<file path="config.mk">
export PLATFORM = sky130hd
export DESIGN_NAME = uart_mem_loader_flat
export DESIGN_NICKNAME = d
export VERILOG_FILES = /design/src/rtl/uart_mem_loader_pkg.sv /design/src/rtl/uart_mem_loader_if.sv /design/src/rtl/uart_mem_loader_pack.sv /design/src/rtl/uart_mem_loader.sv /design/src/flat_wrapper.sv
export SDC_FILE = /design/constraint.sdc
export NUM_CORES = 1
export LEC_CHECK = 0
export BUFFER_PORTS_ARGS = -buffer_cell sky130_fd_sc_hd__buf_2
export CAP_MARGIN = 20
export CORE_ASPECT_RATIO = 0.5
export CORE_MARGIN = 5
export CORE_UTILIZATION = 51
export DETAILED_ROUTE_END_ITERATION = 8
export PLACE_DENSITY_LB_ADDON = 0.1
export SYNTH_ARGS = -nofsm -noshare
export SYNTH_HDL_FRONTEND = slang
export SYNTH_HIERARCHICAL = 1
export SYNTH_SLANG_ARGS = --single-unit
</file>
<file path="constraint.sdc">
create_clock -name clk -period 2.45 [get_ports clk]
set_input_delay 0.1225 -clock clk [delete_from_list [all_inputs] [get_ports clk]]
set_output_delay 0.1225 -clock clk [all_outputs]
set_load 0.02 [all_outputs]
</file>
<file path="src/rtl/uart_mem_loader_pkg.sv">
// Purpose : shared types and constants for the UART boot image loader.
// Latency : n/a (package only).
// Backpressure: n/a (package only).
// Contents: FSM state enum, default frame start marker, byte-lane count,
//           and the timeout-counter width helper.
package uart_mem_loader_pkg;

  typedef enum logic [3:0] {
    IDLE,
    LEN0,
    LEN1,
    DATA,
    WRITE,
    VRD,
    VCMP,
    CKSUM,
    DONE,
    ERROR
  } state_t;

  localparam logic [7:0] SYNC_BYTE_DEF = 8'hA5;
  localparam int         LANES         = 4;
  localparam int         WORD_W        = 8 * LANES;
  localparam int         IDX_W         = $clog2(LANES);

  // Width needed to count 0 .. cycles-1 (never narrower than one bit).
  function automatic int tmo_width(input int unsigned cycles);
    return (cycles < 2) ? 1 : $clog2(cycles);
  endfunction

endpackage

</file>
<file path="src/rtl/uart_mem_loader_if.sv">
// Purpose : byte-stream input plus Avalon-style memory write port of the loader.
// Latency : n/a (signal bundle).
// Backpressure: rx side is valid/ready; memory side is a fixed-latency slave.
// Ports   : rx_data/rx_valid/rx_ready (byte stream), mem_address/byteenable/
//           chipselect/write/writedata (write bus), mem_readdata (verify read).
//           master modport = loader, slave modport = UART RX + memory side.
interface uart_mem_loader_if #(
  parameter int ADDR_W = 13
);
  logic [7:0]        rx_data;
  logic              rx_valid;
  logic              rx_ready;
  logic [ADDR_W-1:0] mem_address;
  logic [3:0]        mem_byteenable;
  logic              mem_chipselect;
  logic              mem_write;
  logic [31:0]       mem_writedata;
  logic [31:0]       mem_readdata;

  modport master (
    input  rx_data, rx_valid, mem_readdata,
    output rx_ready, mem_address, mem_byteenable, mem_chipselect,
           mem_write, mem_writedata
  );

  modport slave (
    output rx_data, rx_valid, mem_readdata,
    input  rx_ready, mem_address, mem_byteenable, mem_chipselect,
           mem_write, mem_writedata
  );
endinterface

</file>
<file path="src/rtl/uart_mem_loader_pack.sv">
// Purpose : packs accepted bytes LSB-first into a 32-bit word, tracks byte lane.
// Latency : word valid the cycle after the 4th load; word_done is combinational.
// Backpressure: none; caller only asserts load on an accepted byte.
// Ports   : clk, reset_n, clear (restart at lane 0), load, din -> word, word_done.
module uart_mem_loader_pack
  import uart_mem_loader_pkg::*;
(
  input  logic              clk,
  input  logic              reset_n,
  input  logic              clear,
  input  logic              load,
  input  logic [7:0]        din,
  output logic [WORD_W-1:0] word,
  output logic              word_done
);

  logic [IDX_W-1:0] byte_idx;

  assign word_done = load && (byte_idx == IDX_W'(LANES - 1));

  // Shifting right puts the first byte of a group into bits [7:0] once the
  // fourth byte lands, i.e. little-endian packing without a lane mux.
  always_ff @(posedge clk or negedge reset_n) begin
    if (!reset_n) begin
      word     <= '0;
      byte_idx <= '0;
    end else if (clear) begin
      byte_idx <= '0;
    end else if (load) begin
      word     <= {din, word[WORD_W-1:8]};
      byte_idx <= byte_idx + IDX_W'(1);
    end
  end

endmodule

</file>
<file path="src/rtl/uart_mem_loader.sv">
// Purpose : parses a framed UART image and writes it word-by-word into program memory.
// Latency : mem_write one cycle after the 4th byte of a word; status one cycle after last byte.
// Backpressure: rx_ready low for 1 cycle per word (3 with LOADER_VERIFY_EN) and in DONE/ERROR.
// Ports   : clk, reset_n (async, active low), bus (uart_mem_loader_if.master),
//           cpu_hold, load_done, load_err, words_loaded.
// Option  : define LOADER_VERIFY_EN to read back and compare every written word.
module uart_mem_loader
  import uart_mem_loader_pkg::*;
#(
  parameter int         ADDR_W         = 13,
  parameter int         DEPTH          = 5120,
  parameter logic [7:0] SYNC_BYTE      = SYNC_BYTE_DEF,
  parameter int         TIMEOUT_CYCLES = 1000000
) (
  input  logic              clk,
  input  logic              reset_n,
  uart_mem_loader_if.master bus,
  output logic              cpu_hold,
  output logic              load_done,
  output logic              load_err,
  output logic [ADDR_W-1:0] words_loaded
);

  localparam int TW = tmo_width(TIMEOUT_CYCLES);

  state_t            state, nstate;
  logic              rdy, acc, sync_acc, data_acc;
  logic              word_done, last_word, len_bad, tmo_run, tmo_hit;
  logic [7:0]        len_lo, cksum;
  logic [15:0]       len, len_in;
  logic [ADDR_W-1:0] addr, wcnt;
  logic [TW-1:0]     tmo_cnt;
  logic [WORD_W-1:0] word;

  assign rdy      = state inside {IDLE, LEN0, LEN1, DATA, CKSUM};
  assign acc      = bus.rx_valid && rdy;
  assign sync_acc = acc && (state == IDLE) && (bus.rx_data == SYNC_BYTE);
  assign data_acc = acc && (state == DATA);
  assign len_in   = {bus.rx_data, len_lo};
  assign len_bad  = (len_in == 16'd0) || (32'(len_in) > DEPTH);
  assign tmo_run  = state inside {LEN0, LEN1, DATA, CKSUM};
  assign tmo_hit  = tmo_run && !acc && (tmo_cnt == TW'(TIMEOUT_CYCLES - 1));

`ifdef LOADER_VERIFY_EN
  // Evaluated in VCMP, after wcnt has already counted the current word.
  assign last_word = (32'(wcnt) == 32'(len));
`else
  // Evaluated in WRITE, before wcnt counts the current word.
  logic unused_rd;
  assign unused_rd = ^bus.mem_readdata;
  assign last_word = (32'(wcnt) + 32'd1 == 32'(len));
`endif

  assign bus.rx_ready       = rdy;
  assign bus.mem_address    = addr;
  assign bus.mem_byteenable = 4'hF;
  assign bus.mem_chipselect = (state == WRITE) || (state == VRD);
  assign bus.mem_write      = (state == WRITE);
  assign bus.mem_writedata  = word;
  assign words_loaded       = wcnt;

  uart_mem_loader_pack u_pack (
    .clk       (clk),
    .reset_n   (reset_n),
    .clear     (sync_acc),
    .load      (data_acc),
    .din       (bus.rx_data),
    .word      (word),
    .word_done (word_done)
  );

  always_ff @(posedge clk or negedge reset_n) begin
    if (!reset_n) state <= IDLE;
    else          state <= nstate;
  end

  always_comb begin
    nstate = state;
    case (state)
      IDLE:  if (sync_acc) nstate = LEN0;
      LEN0:  if (acc) nstate = LEN1;
             else if (tmo_hit) nstate = ERROR;
      LEN1:  if (acc) nstate = len_bad ? ERROR : DATA;
             else if (tmo_hit) nstate = ERROR;
      DATA:  if (word_done) nstate = WRITE;
             else if (tmo_hit) nstate = ERROR;
`ifdef LOADER_VERIFY_EN
      WRITE: nstate = VRD;
      VRD:   nstate = VCMP;
      VCMP:  if (bus.mem_readdata != word) nstate = ERROR;
             else nstate = last_word ? CKSUM : DATA;
`else
      WRITE: nstate = last_word ? CKSUM : DATA;
`endif
      CKSUM: if (acc) nstate = (bus.rx_data == cksum) ? DONE : ERROR;
             else if (tmo_hit) nstate = ERROR;
      DONE:  nstate = IDLE;
      ERROR: nstate = IDLE;
      default: nstate = IDLE;
    endcase
  end

  // Idle-gap counter: only runs while waiting for a byte inside a frame.
  always_ff @(posedge clk or negedge reset_n) begin
    if (!reset_n)                tmo_cnt <= '0;
    else if (!tmo_run || acc)    tmo_cnt <= '0;
    else if (!tmo_hit)           tmo_cnt <= tmo_cnt + TW'(1);
  end

  always_ff @(posedge clk or negedge reset_n) begin
    if (!reset_n) begin
      cpu_hold  <= 1'b0;
      load_done <= 1'b0;
      load_err  <= 1'b0;
      wcnt      <= '0;
      addr      <= '0;
      cksum     <= '0;
      len       <= '0;
      len_lo    <= '0;
    end else begin
      if (sync_acc) begin
        load_done <= 1'b0;
        load_err  <= 1'b0;
        wcnt      <= '0;
        addr      <= '0;
        cksum     <= '0;
        cpu_hold  <= 1'b1;
      end
      if (acc && (state == LEN0)) len_lo <= bus.rx_data;
      if (acc && (state == LEN1)) len    <= len_in;
      if (data_acc) cksum <= cksum + bus.rx_data;
      if ((state == WRITE) && (wcnt != ADDR_W'(DEPTH))) wcnt <= wcnt + ADDR_W'(1);
`ifdef LOADER_VERIFY_EN
      // Address must stay put through the read-back cycle.
      if (state == VRD) addr <= addr + ADDR_W'(1);
`else
      if (state == WRITE) addr <= addr + ADDR_W'(1);
`endif
      // Status is raised on entry so it is already visible in DONE/ERROR.
      if (nstate == DONE) begin
        load_done <= 1'b1;
        cpu_hold  <= 1'b0;
      end
      if (nstate == ERROR) begin
        load_err <= 1'b1;
        cpu_hold <= 1'b0;
      end
    end
  end

endmodule

</file>
<file path="src/flat_wrapper.sv">
// flat-port wrapper written by rule: the top's interface ports become plain ports
module uart_mem_loader_flat import uart_mem_loader_pkg::*;
#(
  parameter int         ADDR_W         = 13,
  parameter int         DEPTH          = 5120,
  parameter logic [7:0] SYNC_BYTE      = SYNC_BYTE_DEF,
  parameter int         TIMEOUT_CYCLES = 1000000
)
  (clk, reset_n, cpu_hold, load_done, load_err, words_loaded, bus_rx_data, bus_rx_valid, bus_mem_readdata, bus_rx_ready, bus_mem_address, bus_mem_byteenable, bus_mem_chipselect, bus_mem_write, bus_mem_writedata);
  uart_mem_loader_if #(.ADDR_W(ADDR_W)) bus_i ();
  input  logic clk;
  input  logic reset_n;
  output logic cpu_hold;
  output logic load_done;
  output logic load_err;
  output logic [ADDR_W-1:0] words_loaded;
  input wire logic [$bits(bus_i.rx_data)-1:0] bus_rx_data;
  input wire logic [$bits(bus_i.rx_valid)-1:0] bus_rx_valid;
  input wire logic [$bits(bus_i.mem_readdata)-1:0] bus_mem_readdata;
  output wire logic [$bits(bus_i.rx_ready)-1:0] bus_rx_ready;
  output wire logic [$bits(bus_i.mem_address)-1:0] bus_mem_address;
  output wire logic [$bits(bus_i.mem_byteenable)-1:0] bus_mem_byteenable;
  output wire logic [$bits(bus_i.mem_chipselect)-1:0] bus_mem_chipselect;
  output wire logic [$bits(bus_i.mem_write)-1:0] bus_mem_write;
  output wire logic [$bits(bus_i.mem_writedata)-1:0] bus_mem_writedata;
  assign bus_i.rx_data = bus_rx_data;
  assign bus_i.rx_valid = bus_rx_valid;
  assign bus_i.mem_readdata = bus_mem_readdata;
  assign bus_rx_ready = bus_i.rx_ready;
  assign bus_mem_address = bus_i.mem_address;
  assign bus_mem_byteenable = bus_i.mem_byteenable;
  assign bus_mem_chipselect = bus_i.mem_chipselect;
  assign bus_mem_write = bus_i.mem_write;
  assign bus_mem_writedata = bus_i.mem_writedata;
  uart_mem_loader #(.ADDR_W(ADDR_W), .DEPTH(DEPTH), .SYNC_BYTE(SYNC_BYTE), .TIMEOUT_CYCLES(TIMEOUT_CYCLES)) u_core (.clk(clk), .reset_n(reset_n), .bus(bus_i), .cpu_hold(cpu_hold), .load_done(load_done), .load_err(load_err), .words_loaded(words_loaded));
endmodule
</file>
==> results_tabular.tex <==
\begin{tabular}{lr}
\hline
Metric & Value \\
\hline
\multicolumn{2}{l}{\textbf{Global route}} \\
\quad Pin count of the biggest net entering global routing & just under 80 \\
\quad Via count of the first global-routing pass & between 4,000 and 5,000 \\
\quad Number of antenna violations at the first check in global routing & 0 \\
\quad Total global routing track utilization & between 10\% and 20\% \\
\quad Wire length of the first global-routing pass & 23,500 um \\
\quad Aggregate global routing overflow & 0 \\
\multicolumn{2}{l}{\textbf{Setup path}} \\
\quad Kind of end point of the critical path & flop \\
\quad Crit-path cells & or4b\_1, nor4\_2, nand3\_1, nor3\_1, nand4\_1, o31ai\_2, buf\_4 \\
\quad Startpoint types & flop \\
\quad R2r startpoint & u\_core/state[3] \\
\quad Endpoint of the worst register-to-register path & u\_core/state[2] \\
\quad CP Max Fanout & 4 \\
\quad Peak per-stage delay on the critical path & 700 ps \\
\quad Max stage delay cell, worst path & sky130\_fd\_sc\_hd\_\_or4b\_1 \\
\quad Worst Reg-to-Reg Cells & 7 \\
\quad FF-to-FF setup slack & around 120 ps \\
\quad Critical path data required time & roughly 2800 ps \\
\quad Class of the most critical setup path & reg2reg \\
\quad Worst path arrival time & $\sim$2700 ps \\
\multicolumn{2}{l}{\textbf{Min path}} \\
\quad Number of instances on the worst hold path & 2 \\
\quad Start point of the worst min-delay path & bus\_rx\_data[6] \\
\quad Worst min-delay path class & in2reg \\
\quad Hold Path End & u\_core/u\_pack/word[30] \\
\multicolumn{2}{l}{\textbf{Synth}} \\
\quad Dominant combinational cell family by area after synthesis & simple AND/OR/NAND/NOR gates \\
\quad Number of enable flip-flop cells after synthesis & 0 \\
\quad Post-synthesis average cell area & between 10 and 15 um2 \\
\quad Async set-or-reset flop fraction in the synthesized netlist & 100\% \\
\quad Mux share of post-synthesis cell area & 13.4\% \\
\quad Adder and majority gate portion of the synthesized area & between 2 and 3\% \\
\quad Number of library cell types mapped by synthesis & 66 \\
\quad Count of yosys warnings during synthesis & 6 \\
\quad Sequential share of the synthesized area & 47.7\% \\
\quad Dominant register cell in the synthesized netlist & sky130\_fd\_sc\_hd\_\_dfrtp\_1 \\
\quad Simple-gate share of the synthesized area & 17.2\% \\
\quad Post-Synthesis Cell Area & between 6000 and 7000 um2 \\
\quad Number of instances in the synthesized netlist & approximately 580 \\
\quad Share of the synthesized area in compound gates (AO/OA/AOI/OAI) & $\sim$8\% \\
\quad Number of storage elements in the synthesis netlist & roughly 120 \\
\quad Parity-gate share of the synthesized area counting xor and xnor cells & 6.46\% \\
\multicolumn{2}{l}{\textbf{CTS}} \\
\quad Number of clock sinks & 119 \\
\quad Number of clock buffers inserted by TritonCTS & 17 \\
\quad Clock tree from TritonCTS & built \\
\quad Clk\_lat worst skew & between 400 and 500 ps \\
\quad Level count of the clock H-tree & 4 \\
\quad Setup Fix Bufs, Post-CTS & 0 \\
\quad Buffers from clock root to sink, at most & 2 \\
\quad Reg clk slew, reported paths & 60 ps \\
\quad Buffer cell driving the clock tree root & sky130\_fd\_sc\_hd\_\_clkbuf\_16 \\
\multicolumn{2}{l}{\textbf{Run status}} \\
\quad Result of the run & completed \\
\multicolumn{2}{l}{\textbf{Power}} \\
\quad Peak supply drop & approximately 0.42 mV \\
\quad Static Leak & roughly 3.5 nW \\
\quad Total power density per cell area & between 800 and 900 nW/um2 \\
\multicolumn{2}{l}{\textbf{Floorplan}} \\
\quad Area of the core region & 11,900 um2 \\
\quad Vertical die dimension & 88.2 um \\
\quad Die footprint & about 15,000 um2 \\
\quad Top-Level Pins & 111 \\
\quad Number of placement rows & 28 \\
\quad Starting utilization of the core area & between 50\% and 60\% \\
\quad Die X-Extent & roughly 170 um \\
\multicolumn{2}{l}{\textbf{Route}} \\
\quad Post-route antenna net violation count & 0 \\
\quad Via count of the routed design & $\sim$4,700 \\
\quad DRC & 0 \\
\quad Via count normalized by instance count & $\sim$5.5 \\
\quad Post-detailed-route wirelength per cell & 16.4 um \\
\quad Drt first pass iters & 5 \\
\quad Total wire length & approximately 14,000 um \\
\quad Iter 0 DRT Violations & $\sim$300 \\
\multicolumn{2}{l}{\textbf{Timing}} \\
\quad Slack of the critical path & $\sim$120 ps \\
\quad Slew at the pin closest to its max-slew limit & roughly 540 ps \\
\quad Worst slew margin relative to its limit & 63.6\% \\
\quad Setup violation total in the final timing report & 0 \\
\quad RSZ-0062 raised after global routing & false \\
\quad Final Hold Vio Count & 0 \\
\quad Ratio of final minimum period to clock period & a little over nine tenths \\
\quad Clk\_skew & $\sim$11 ps \\
\quad Count of final max-slew check failures & 0 \\
\quad Hold slack & between 60 and 70 ps \\
\quad Setup TNS & 0 ps \\
\quad Final critical delay including setup and external delays & about 2300 ps \\
\quad Maximum frequency from static timing analysis & about 0.43 GHz \\
\multicolumn{2}{l}{\textbf{Run}} \\
\quad Count of max-cap constraint violations & 0 \\
\multicolumn{2}{l}{\textbf{Placement}} \\
\quad DP Cell Count & $\sim$820 \\
\quad Placed wire-length estimate after detailed placement & slightly below 10,000 um \\
\quad RD Place Congestion & between 0.8 and 0.9 \\
\quad Pre-CTS WS & between 100 and 150 ps \\
\quad Port Buffer Count & between 70 and 80 \\
\multicolumn{2}{l}{\textbf{Layout}} \\
\quad Final nets & between 700 and 800 \\
\quad Area growth, synth to finish & 19.0\% \\
\quad Proportion of layout cells with a drive suffix above 1 & between 20\% and 30\% \\
\quad Final standard cell utilization of the core & between 60 and 70\% \\
\quad Final cell count without fillers & 851 \\
\quad Antenna diode count & 0 \\
\hline
\end{tabular}
[cell usage after synthesis (all sizes together), types with 3 or more instances]
| library cell | instances | share of area [%] |
|---|---|---|
| or3 | 5 | 0.50 |
| and3 | 12 | 1.2 |
| nand4 | 11 | 1.1 |
| xnor2 | 27 | 3.8 |
| inv | 13 | 0.78 |
| nor2 | 58 | 3.5 |
| o31ai | 6 | 0.72 |
| nor3 | 10 | 0.80 |
| mux2i | 9 | 1.4 |
| a21oi | 16 | 1.3 |
| nand3 | 30 | 2.4 |
| nor4 | 10 | 1.1 |
| nor2b | 4 | 0.52 |
| o21ai | 40 | 3.2 |
| nand2b | 5 | 0.50 |
| nor4b | 3 | 0.42 |
| clkbuf | 8 | 0.48 |
| xor2 | 19 | 2.7 |
| nand2 | 46 | 2.8 |
| ha | 12 | 2.4 |
| buf | 21 | 2.9 |
| mux2 | 56 | 12 |
| dfrtp | 119 | 48 |
[where the power goes]
part / internal, W / total (W) / switching (W) / leakage (nW)
clock: 0.00144 / 0.00244 / 0.00100 / 0.282
combinational: 0.000670 / 0.00134 / 0.000674 / 1.67
sequential: 0.00235 / 0.00265 / 0.000303 / 1.57
[logic make-up after synthesis]
group                    count (synthesis)
AND/OR/NAND/NOR                        210
buffers and inverters                   43
adder cells (fa/ha/maj)                 13
other                                    1
XOR/XNOR                                46
multiplexers                            65
flip-flops                             119
AO/OA/AOI/OAI                           84
[critical path, delay by kind of cell, from the launching register on]
kind            cells  cell delay [ps]
compound gates      1              310
simple gates        5             1370
buf+inv             1              170
flops               1              420
[metal layers]
metal / vias to the layer above / part of all wire, % / wire [um] / global-route usage (%)
met2: 133 / 43 / 5970 / 29.7
met5: - / 0 / 0 / 0
met1: 2294 / 50 / 7020 / 28.6
met4: 0 / 0.97 / 135 / 6.53
li1: 2254 / - / - / -
met3: 15 / 5.9 / 827 / 4.95
[repair_timing]
item                                    in CTS  in global routing
endpoints found under the hold margin      119                  0
gates resized for setup                      0                  3
endpoints found under the setup margin       0                  5
hold buffers                                 1                  0
[worst max path at each step]
stage / from / cells past startpoint / end
after detailed placement: u_core/state[3] / 7 / u_core/state[2]
after floorplan: u_core/state[3] / 10 / u_core/load_err
after global placement: u_core/words_loaded[0] / 8 / u_core/state[2]
after CTS: u_core/state[3] / 7 / u_core/state[2]
after global routing: u_core/words_loaded[0] / 8 / u_core/state[2]
final: u_core/state[3] / 7 / u_core/state[2]
[cell type report]
cell class              instances  area (um2)
multi-input cells             422        3010
inverters                      14        57.6
well taps                     165         206
repair buffers                 99         588
fillers                       970        4450
flip-flops and latches        119        2980
clock buffers                  17         425
clock inverters                15         158
[state kept, by name (all words and copies together), names as in the netlist]
name                    flops
u_core/words_loaded        13
u_core/tmo_cnt             20
u_core/cpu_hold             1
u_core/state                4
u_core/len                 16
u_core/load_done            1
u_core/len_lo               8
u_core/u_pack/byte_idx      2
u_core/cksum                8
u_core/bus.mem_address     13
u_core/u_pack/word         32
u_core/load_err             1
[cell usage in the layout, fill, tap and decap left out, types with 7 or more instances in the layout]
| cell | n |
|---|---|
| sky130_fd_sc_hd__mux2_2 | 26 |
| sky130_fd_sc_hd__nor3_1 | 10 |
| sky130_fd_sc_hd__xor2_1 | 19 |
| sky130_fd_sc_hd__inv_1 | 12 |
| sky130_fd_sc_hd__and3_1 | 12 |
| sky130_fd_sc_hd__o21ai_1 | 12 |
| sky130_fd_sc_hd__xnor2_1 | 27 |
| sky130_fd_sc_hd__mux2_4 | 30 |
| sky130_fd_sc_hd__nand4_1 | 11 |
| sky130_fd_sc_hd__mux2i_1 | 9 |
| sky130_fd_sc_hd__o21ai_0 | 28 |
| sky130_fd_sc_hd__nor2_1 | 56 |
| sky130_fd_sc_hd__dfrtp_1 | 119 |
| sky130_fd_sc_hd__buf_4 | 23 |
| sky130_fd_sc_hd__nand2_1 | 46 |
| sky130_fd_sc_hd__a21oi_1 | 16 |
| sky130_fd_sc_hd__nor4_1 | 9 |
| sky130_fd_sc_hd__ha_1 | 11 |
| sky130_fd_sc_hd__buf_2 | 73 |
| sky130_fd_sc_hd__clkbuf_16 | 17 |
| sky130_fd_sc_hd__inv_6 | 7 |
| sky130_fd_sc_hd__nand3_1 | 30 |
[metrics by stage]
step / power, W / area, um2
floorplan: 0.00360 / 6250
global placement: 0.00397 / 6820
detailed placement: 0.00402 / 6820
CTS: 0.00649 / 7420
global route: 0.00679 / 7430
finish: 0.00644 / 7430
No activity file was read; power rests on OpenSTA's default activity.
